$ cat config.mk
export PLATFORM = sky130hd
export DESIGN_NAME = voice_allocator
export DESIGN_NICKNAME = d
export VERILOG_FILES = /design/src/rtl/voice_allocator.sv
export SDC_FILE = /design/constraint.sdc
export NUM_CORES = 1
export LEC_CHECK = 0
export CAP_MARGIN = 0
export CORE_UTILIZATION = 40
export DETAILED_ROUTE_END_ITERATION = 16
export HOLD_SLACK_MARGIN = 0.12
export SLEW_MARGIN = 20
export SYNTH_ARGS = -nofsm -noshare
export SYNTH_HDL_FRONTEND = slang
export SYNTH_SLANG_ARGS = --single-unit
$ cat constraint.sdc
create_clock -name clk_in -period 3 [get_ports clk_in]
set_input_delay 0.6 -clock clk_in [delete_from_list [all_inputs] [get_ports clk_in]]
set_output_delay 0.6 -clock clk_in [all_outputs]
set_load 0.1 [all_outputs]
$ cat src/rtl/voice_allocator.sv
// voice_allocator: assigns key gate events to a small pool of voices, one key event per cycle
// Ports:
//   clk_in, rst_in      clock, synchronous active-high reset
//   gate_in             level gate per key (bit i = key i held)
//   voice_note_out      packed key index per voice (holds last value when the voice is idle)
//   voice_active_out    voice sounding flags
//   voice_start_out     one-cycle phase-reset pulse when a voice takes a new key
//   num_voices_out      popcount of voice_active_out
//   busy_out            key events still pending
//   dropped_out         one-cycle pulse when a note-on is discarded
// Build option: VOICE_STEAL_EN makes a note-on with no free voice steal the oldest voice
module voice_allocator #(
  parameter int NUM_NOTES  = 8,
  parameter int NUM_VOICES = 2
) (
  input  logic                                    clk_in,
  input  logic                                    rst_in,
  input  logic [NUM_NOTES-1:0]                    gate_in,
  output logic [NUM_VOICES*$clog2(NUM_NOTES)-1:0] voice_note_out,
  output logic [NUM_VOICES-1:0]                   voice_active_out,
  output logic [NUM_VOICES-1:0]                   voice_start_out,
  output logic [$clog2(NUM_VOICES+1)-1:0]         num_voices_out,
  output logic                                    busy_out,
  output logic                                    dropped_out
);
  localparam int NOTE_W = $clog2(NUM_NOTES);
  localparam int CNT_W  = $clog2(NUM_VOICES+1);
  localparam int AGE_W  = NUM_VOICES > 1 ? $clog2(NUM_VOICES) : 1;
  localparam logic [AGE_W-1:0] AGE_MAX = AGE_W'(NUM_VOICES-1);
  logic [NUM_NOTES-1:0]  gate_q, pend_on_q, pend_on_d, pend_off_q, pend_off_d;
  logic [NUM_NOTES-1:0]  rise, fall, clr_on, clr_off;
  logic [NOTE_W-1:0]     note_q [NUM_VOICES];
  logic [NOTE_W-1:0]     note_d [NUM_VOICES];
  logic [AGE_W-1:0]      age_q  [NUM_VOICES];
  logic [AGE_W-1:0]      age_d  [NUM_VOICES];
  logic [NUM_VOICES-1:0] active_q, active_d, start_q, start_d;
  logic [CNT_W-1:0]      cnt_q, cnt_d;
  logic                  busy_q, busy_d, dropped_q, dropped_d;
  logic                  off_hit, on_hit, held, free_hit, do_assign;
  logic [NOTE_W-1:0]     off_k, on_k;
  logic [AGE_W-1:0]      free_v, tgt_v;
`ifdef VOICE_STEAL_EN
  logic [AGE_W-1:0]      old_v, old_age;
`endif
  always_comb begin
    rise = gate_in & ~gate_q;
    fall = ~gate_in & gate_q;
    off_hit = |pend_off_q;
    on_hit = |pend_on_q;
    off_k = '0;
    on_k = '0;
    for (int i = NUM_NOTES-1; i >= 0; i--) begin
      off_k = pend_off_q[i] ? NOTE_W'(i) : off_k;
      on_k = pend_on_q[i] ? NOTE_W'(i) : on_k;
    end
    free_hit = ~&active_q;
    free_v = '0;
    held = 1'b0;
    for (int v = NUM_VOICES-1; v >= 0; v--) begin
      free_v = active_q[v] ? free_v : AGE_W'(v);
      held = held | (active_q[v] && note_q[v] == on_k);
    end
`ifdef VOICE_STEAL_EN
    // strict compare keeps the lowest index on equal ages
    old_v = '0;
    old_age = age_q[0];
    for (int v = 1; v < NUM_VOICES; v++) begin
      old_v = age_q[v] > old_age ? AGE_W'(v) : old_v;
      old_age = age_q[v] > old_age ? age_q[v] : old_age;
    end
`endif
    note_d = note_q;
    age_d = age_q;
    active_d = active_q;
    start_d = '0;
    dropped_d = 1'b0;
    do_assign = 1'b0;
    tgt_v = free_v;
    clr_off = off_hit ? NUM_NOTES'(1) << off_k : '0;
    clr_on = (!off_hit && on_hit) ? NUM_NOTES'(1) << on_k : '0;
    if (off_hit) begin
      for (int v = 0; v < NUM_VOICES; v++) begin
        if (active_q[v] && note_q[v] == off_k) begin
          active_d[v] = 1'b0;
          age_d[v] = '0;
        end
      end
    end else if (on_hit && !held) begin
`ifdef VOICE_STEAL_EN
      do_assign = 1'b1;
      tgt_v = free_hit ? free_v : old_v;
`else
      do_assign = free_hit;
      dropped_d = !free_hit;
`endif
    end
    if (do_assign) begin
      for (int v = 0; v < NUM_VOICES; v++) begin
        if (AGE_W'(v) == tgt_v) begin
          note_d[v] = on_k;
          active_d[v] = 1'b1;
          start_d[v] = 1'b1;
          age_d[v] = '0;
        end else if (active_q[v]) begin
          age_d[v] = age_q[v] == AGE_MAX ? AGE_MAX : age_q[v] + 1'b1;
        end
      end
    end
    // a bit raised in the same cycle it is serviced stays pending
    pend_on_d = (pend_on_q & ~clr_on) | rise;
    pend_off_d = (pend_off_q & ~clr_off) | fall;
    busy_d = |(pend_on_d | pend_off_d);
    cnt_d = '0;
    for (int v = 0; v < NUM_VOICES; v++) cnt_d = cnt_d + CNT_W'(active_d[v]);
  end
  always_ff @(posedge clk_in) begin
    if (rst_in) begin
      gate_q <= '0;
      pend_on_q <= '0;
      pend_off_q <= '0;
      note_q <= '{default: '0};
      age_q <= '{default: '0};
      active_q <= '0;
      start_q <= '0;
      cnt_q <= '0;
      busy_q <= 1'b0;
      dropped_q <= 1'b0;
    end else begin
      gate_q <= gate_in;
      pend_on_q <= pend_on_d;
      pend_off_q <= pend_off_d;
      note_q <= note_d;
      age_q <= age_d;
      active_q <= active_d;
      start_q <= start_d;
      cnt_q <= cnt_d;
      busy_q <= busy_d;
      dropped_q <= dropped_d;
    end
  end
  for (genvar g = 0; g < NUM_VOICES; g++) begin : g_note
    assign voice_note_out[g*NOTE_W +: NOTE_W] = note_q[g];
  end
  assign voice_active_out = active_q;
  assign voice_start_out = start_q;
  assign num_voices_out = cnt_q;
  assign busy_out = busy_q;
  assign dropped_out = dropped_q;
endmodule

# After elaboration in Yosys (flattened, before gate mapping)
# Cells that the tools add are included.
[op_classes]
muxes = 30
add_sub_neg = 1
shifts = 2
eq_ne = 4
n_bitwise = 15
n_reduce_logical = 17
[ops]
columns = ["cell", "count"]
rows = [
  ["$mux 3", 16],
  ["$and 8x8->8", 4],
  ["$not 8->8", 4],
  ["$or 8x8->8", 3],
  ["$reduce_or 8->1", 3],
  ["$mux 8", 2],
  ["$shl 1x3->8 const A", 2],
  ["$eq 3x3->1", 4],
  ["$mux 1", 10],
  ["$reduce_or 10->1", 1],
  ["$logic_and 1x1->1", 6],
  ["$reduce_and 2->1", 3],
  ["$mux 2", 2],
  ["$logic_not 1->1", 3],
  ["$not 1->1", 3],
  ["$add 1x1->2", 1],
  ["$reduce_or 2->1", 1],
  ["$or 1x1->1", 1],
]
[word_totals]
out_inout_bits = 14
wordCells = 79
reg_bits = 38
input_bits = 10

# Logic depth before layout (Yosys ltp)
# Gate-level depths: netlist of the first run.
[depth]
ltp_word = 17
mapped_depth = 10
mapped_depth_nobuf = 8

# Worst setup path after synthesis of the first run
# OpenSTA, ideal clock, no wires.
[synth_timing]
kind = "register to register"
startpoint = "reg note_q, in the netlist voice_note_out[2]"
endpoint = "reg cnt_q[0], in the netlist num_voices_out[0]"
path_stages_with_launch = 7
setup_time_ns = 0.128
t_required_ns = 2.872
setup_slack_ns = 0.446
arrival_ns = 2.426
period_less_slack_ns = 2.554
path_buffers = 0
cell_sequence = "dfxtp_1 xnor2_1 nand2_1 o311ai_1 nand2_1 ha_1 nor2b_1"
[synth_via]
elab_chain_len = 9
word_cells_on_any_way = 14
classes_between = "add/sub: 1; eq/ne: 2; mux: 6; bitwise: 1; reduce/logical: 4"
[synth_lines]
columns = ["element", "line_no", "text"]
rows = [
  ["start, declared", "32", "logic [NOTE_W-1:0] note_q [NUM_VOICES];"],
  ["start signal, assigned", "132", "note_q <= note_d;"],
  ["$eq 3x3->1", "61", "held = held | (active_q[v] && note_q[v] == on_k);"],
  ["$logic_and 1x1->1", "61", ""],
  ["$or 1x1->1", "61", ""],
  ["$logic_not 1->1", "88", "end else if (on_hit && !held) begin"],
  ["$logic_and 1x1->1", "88", ""],
  ["$mux 1", "88", ""],
  ["$mux 1", "81", "if (off_hit) begin"],
  ["$mux 2 (*)", "97", "if (do_assign) begin"],
  ["$add 1x1->2 (*)", "114", "for (int v = 0; v < NUM_VOICES; v++) cnt_d = cnt_d + CNT_W'(active_d[v]);"],
  ["net cnt_d[0]", "37", "logic [CNT_W-1:0] cnt_q, cnt_d;"],
  ["end signal, assigned", "136", "cnt_q <= cnt_d;"],
  ["end, declared", "37", ""],
]
# The timed path passes the listed nets; every way through them passes the cells marked *.
# A chain may end at the register's enable or synchronous reset.

# Worst setup path in the final report of the first run
[layout_timing]
startpoint = "reg pend_on_q[2]"
endpoint = "reg cnt_q[0], in the netlist num_voices_out[0]"
[layout_via]
elab_chain_len = 12
word_cells_on_any_way = 15
classes_between = "add/sub: 1; eq/ne: 2; mux: 6; bitwise: 1; reduce/logical: 5"
[layout_lines]
columns = ["element", "line_no", "text"]
rows = [
  ["start, declared", "30", "logic [NUM_NOTES-1:0] gate_q, pend_on_q, pend_on_d, pend_off_q, pend_off_d;"],
  ["start signal, assigned", "130", "pend_on_q <= pend_on_d;"],
  ["$mux 3 (3 in series)", "54", "on_k = pend_on_q[i] ? NOTE_W'(i) : on_k;"],
  ["$eq 3x3->1", "61", ""],
  ["$logic_and 1x1->1", "61", ""],
  ["$or 1x1->1", "61", ""],
  ["$logic_not 1->1", "88", ""],
  ["$logic_and 1x1->1 (*)", "88", ""],
  ["$mux 1 (*)", "88", ""],
  ["$mux 1 (*)", "81", ""],
  ["$mux 2 (*)", "97", ""],
  ["$add 1x1->2 (*)", "114", ""],
  ["net cnt_d[0]", "37", ""],
]
# Marks and branches as above.

==> impl_metrics.toml, run 1 <==
[run_status]
outcome = "finished, final reports clean"

[timing]
worst_pin_slew_ns = 0.496
min_period_over_period_pct = 83.1
report.final.hold_viol_count = 0
max_freq_mhz = 401
fin_worst_skew_ns = 0.00813
rsz0062_at_grt = "false"
fin_ws_ns = 0.507
slew_headroom_pct = 66.7
setup_violations = 0
post-route-min-period_ns = 2.49
slew_violations = 0
tns_ns = 0

[placement]
dp_hpwl_mm = 3.05
dp_slack_ns = 0.579
gp_congestion = 0.872
numPortBuffers = 23

[critical_path]
required_ns = 3.17
cp_max_fo = 8
r2r_start = "pend_on_q[2]"
reg2reg_slack_ns = 0.51
ff2ff_path_depth = 9
worstSetupStartpointType = "flip-flop"
rr_endpoint = "num_voices_out[0]"
crit_path_end_kind = "flip-flop"
cp.arrival_ns = 2.67
path_class = "flip-flop to flip-flop"

[route]
dr_wl_met3_um = 116
routed-wl-met2_mm = 1.80
routed_wl_mm = 4.08
first_pass_iters = 4
wl_per_cell_um = 14.0
dr.max_layer_used = "met4"
via_per_inst = 5.12
post-route-drc-count = 0
first_iter_violations = 69
m1WireLength_mm = 2.10
ant_nets = 0
vias = 1489

[clock_network]
cts_resized = 0
cts_buffers = 5
cts.sinks = 38
clk_pin_slew_ns = 0.08
ctsHoldBuffers = 0
cts_setup_buffers = 0
cts_tree = "done"
cts_root_buf = "clkbuf_8"
clockBufferDepth = 2
h-tree-depth = 2
clock_latency_ns = 0.29

[synthesis]
synthSimpleGateAreaFrac_pct = 27.4
synthTopCellsByCount = "dfxtp_1 (38), nor2_1 (23), a21oi_1 (21)"
yosysWarnings = 0
synth_seq_cells = 38
synthDistinctLibCells = 49
synth_top_area_share_pct = 40.9
synth-xor-area-share_pct = 3.77
syn_area_per_cell_um2 = 8.78
synthTopCellsByArea = "dfxtp_1 (41%), a21oi_1 (5.6%), nor2b_1 (5.0%)"
syn_inst = 212
synth_area_um2 = 1860
yosysTopAreaCell = "dfxtp_1"
synth_most_common_cell = "dfxtp_1"
synth_top_family_by_area = "simple AND/OR/NAND/NOR gates"
ys_seq_area_share_pct = 40.9
synth_fp_nets = 223
synthMuxAreaShare_pct = 4.37
synth-adder-area-share_pct = 1.21
ys.flop_type = "dfxtp_1"
synth_edf_count = 0
synth-async-reset-ratio_pct = 0
synth_compound_area_share_pct = 17.7

[pwr]
power.density_nw_per_um2 = 647
power.leakage_nw = 0.890
ir_drop_uv = 328
p_total_mw = 1.42

[die]
fp.dieH_um = 70.2
start_util_pct = 42.1
num_rows = 24
die_w_um = 70.2
dieArea_um2 = 4930
io_pins = 24
coreArea_um2 = 4410

[cells_and_area]
drive_gt1_share_pct = 13.8
fillers = 422
syn_to_final_growth_pct = 17.8
n_antenna_cell = 0
nets = 249

[worst_hold_path]
min_to = "pend_off_q[1]"
hold_depth = 2
min-delay-start = "gate_q[1]"
holdCritPathClass = "flip-flop to flip-flop"

[global_route]
grt_usage_pct = 18.3
grt_max_degree = 20
grt-ovfl-total = 0
antenna_found_initial = 0
grt_pass1_wl_mm = 7.00
grt_pass1_vias = 1401

[job]
drv_cap = 0
-- worst max-delay path by stage --
stage | from | to | slack [ns]
CTS | pend_on_q[2] | num_voices_out[0] | 0.52
floorplan | voice_note_out[2] | num_voices_out[0] | 0.45
global placement | pend_on_q[3] | num_voices_out[0] | 0.62
detailed placement | pend_on_q[2] | num_voices_out[0] | 0.58
finish | pend_on_q[2] | num_voices_out[0] | 0.51
global route | pend_on_q[2] | num_voices_out[0] | 0.35
-- area by class of cell --
class | count | area, µm² | area share [%]
repair buffers | 26 | 218 | 9.93
clock inverters | 2 | 12.5 | 0.571
inverters | 11 | 41.3 | 1.88
flip-flops and latches | 38 | 761 | 34.7
well taps | 52 | 65.1 | 2.97
clock buffers | 6 | 82.6 | 3.77
multi-input cells | 156 | 1010 | 46.2
-- cells in the final DEF (no fill, tap or decap), types with 5 or more instances in the layout --
cell,count
a21oi_1,21
buf_4,17
clkbuf_8,6
clkdlybuf4s50_1,9
dfxtp_1,38
inv_1,11
mux2i_1,7
nand2_1,12
nand2b_1,12
nor2_1,23
nor2b_1,15
o31ai_1,6
or2b_1,5
xnor2_1,6
-- stage by stage --
step / cells / util (%) / hold slack [ns] / cell area (µm²)
finish: 291 / 49.7 / 0.499 / 2190
global route: 291 / 49.7 / 0.536 / 2190
detailed placement: 283 / 47.5 / 0.494 / 2100
CTS: 291 / 49.7 / 0.505 / 2190
floorplan: 212 / - / 0.455 / 1860
global placement: 283 / 47.5 / 0.500 / 2100
-- flip-flops by register name (all words and copies together), names as in the netlist --
signal	cells
busy_out	1
gate_q	8
voice_active_out	2
voice_start_out	2
pend_off_q	8
num_voices_out	2
pend_on_q	8
voice_note_out	6
dropped_out	1
-- critical path, stage by stage, from the launching register on --
cell and delay (ns):
dfxtp_1 0.38, or4_4 0.56, a21oi_4 0.17, xnor2_1 0.15, nand2_1 0.09, o311ai_1 0.33, buf_4 0.22, nand2_1 0.06
ha_1 0.28, nor2b_1 0.13
-- power breakdown --
group | switching [mW] | internal, mW
sequential | 0.0472 | 0.547
clock | 0.178 | 0.185
combinational | 0.312 | 0.150
total | 0.536 | 0.881
-- logic make-up after synthesis --
group                    count (synthesis)
AO/OA/AOI/OAI                           48
XOR/XNOR                                 8
adder cells (fa/ha/maj)                  2
buffers and inverters                   18
flip-flops                              38
multiplexers                             8
AND/OR/NAND/NOR                         90
-- routing by layer --
layer / vias to the layer above / track usage (%)
li1: 792 / -
met2: 18 / 27.0
met1: 673 / 25.6
met3: 6 / 4.91
met5: - / 0
met4: 0 / 6.67
(Power assumes the default switching activity.)
==> run 2, diff against run 1 <==
Clock period 3 ns to 2.3 ns, I/O delays scaled along.
==> run 2 against run 1 <==
Combinational power increased by 56%; register-to-register slack lost 0.46 ns; fmax is 11% higher; via count up 7.9%; largest cell class unchanged.
==> impl_metrics.toml, run 2 (synthesis results as in run 1) <==
[run_status]
outcome = "finished, final reports clean"

[timing]
min_period_over_period_pct = 97.9
slew_headroom_pct = 73.9
fin_worst_skew_ns = 0.00665
max_freq_mhz = 444
post-route-min-period_ns = 2.25
tns_ns = 0
rsz0062_at_grt = "true"
slew_violations = 0
fin_ws_ns = 0.0474
hold-worst-slack_ns = 0.487
setup_violations = 0
worst_pin_slew_ns = 0.388
report.final.hold_viol_count = 0

[pwr]
power.leakage_nw = 0.994
p_clk_share_pct = 22.9
swShare_pct = 37.1
p_total_mw = 1.93
power.internal_mw = 1.21
p_sw_mw = 0.716
power.density_nw_per_um2 = 803
seqPwrFrac_pct = 39.7
ir_drop_uv = 492
p_comb_share_pct = 37.4

[critical_path]
cp_max_fo = 3
worstSetupStartpoint = "pend_on_q[2]"
crit_slowest_cell = "or4_4"
cp.arrival_ns = 2.43
cpPeakStageDelay_ns = 0.55
required_ns = 2.48
crit_path_end_kind = "flip-flop"
critical_path.cell_chain = "or4_4, a21oi_4, buf_4, xnor2_1, nand2_1, o311ai_4, nand2_2, ha_4, nor2b_4"
r2r_start = "pend_on_q[2]"
path_class = "flip-flop to flip-flop"
worstSetupStartpointType = "flip-flop"

[worst_hold_path]
min-delay-start = "gate_q[1]"
holdCritPathClass = "flip-flop to flip-flop"

[global_route]
grt_use_met3_pct = 3.90
grt_max_degree = 26
use_met1_pct = 25.9
top_usage_layer = "met2"
grt_usage_pct = 17.8
grt_pass1_vias = 1392
met2_usage_pct = 26.0
grt_pass1_wl_mm = 6.81
grt-ovfl-total = 0
antenna_found_initial = 0

[die]
start_util_pct = 42.1
fp.dieH_um = 70.2
num_rows = 24
coreArea_um2 = 4410
io_pins = 24
dieArea_um2 = 4930
die_w_um = 70.2

[clock_network]
cts_buffers = 5
ctsHoldBuffers = 0
clock_latency_ns = 0.28
cts_tree = "done"
clockBufferDepth = 2
cts.sinks = 38
cts_root_buf = "clkbuf_8"
clk_pin_slew_ns = 0.07
h-tree-depth = 2

[cells_and_area]
seq_area_um2 = 768
nets = 269
final_cell_mix = "buf_4 (37), dfxtp_1 (32), nor2_1 (23)"
multi_input_area_um2 = 1080
top_regs = "gate_q x8, pend_off_q x8, pend_on_q x8"
final_common_cell = "buf_4"
drive_gt1_share_pct = 25.7
n_antenna_cell = 0
syn_to_final_growth_pct = 29.1
post-route-util_pct = 54.4
fillers = 424

[route]
ant_nets = 0
vias = 1606
routed_wl_mm = 4.17
wl_per_cell_um = 13.5
post-route-drc-count = 0
first_iter_violations = 58
via_per_inst = 5.20
first_pass_iters = 4

[placement]
dp_slack_ns = 0.0546
numPortBuffers = 23
gp_congestion = 0.783
dp_hpwl_mm = 3.27

[job]
drv_cap = 0
[run 2: final timing paths]
path	depth (start not counted)	slack, ns	end
hold / removal	2	0.49	pend_off_q[1]
setup reg to reg	9	0.05	num_voices_out[0]
hold reg to reg	2	0.49	pend_off_q[1]
setup / recovery	9	0.05	num_voices_out[0]
[run 2: what timing repair did]
item | CTS | global route
endpoints found under the hold margin | 0 | 0
buffers inserted | 0 | 1
gates resized for setup | 0 | 10
endpoints found under the setup margin | 0 | 2
[run 2: layout make-up]
| class | count | share of cell area [%] |
|---|---|---|
| flip-flops and latches | 38 | 32.0 |
| inverters | 11 | 1.72 |
| clock buffers | 6 | 3.44 |
| multi-input cells | 156 | 44.8 |
| repair buffers | 46 | 15.3 |
| well taps | 52 | 2.71 |
[run 2: worst max-delay path, delay by kind of cell (launching register included)]
kind	cells	cell delay, ns
compound gates	2	0.45
xor+xnor	1	0.10
fa+ha+maj	1	0.25
buf+inv	1	0.13
flops	1	0.32
simple gates	4	0.89
[run 2: power groups by stage]
| stage | Combinational, mW | Clock (mW) | Sequential (mW) |
|---|---|---|---|
| after CTS | 0.680 | 0.466 | 0.763 |
| after global routing | 0.767 | 0.481 | 0.772 |
| after floorplan | 0.286 | 0 | 0.990 |
| final | 0.721 | 0.442 | 0.765 |
| after global placement | 0.678 | 0 | 0.778 |
| after detailed placement | 0.678 | 0 | 0.778 |
[run 2: stage by stage]
step                area (µm²)  std cells
detailed placement        2260        302
finish                    2400        309
floorplan                 1880        212
global placement          2260        302
CTS                       2350        308
global route              2400        309
[run 2: layer usage]
layer | vias up | part of all wire (%)
met1 | 740 | 52
met3 | 4 | 3.0
met4 | 0 | 0.72
li1 | 836 | -
met2 | 26 | 44
met5 | - | 0
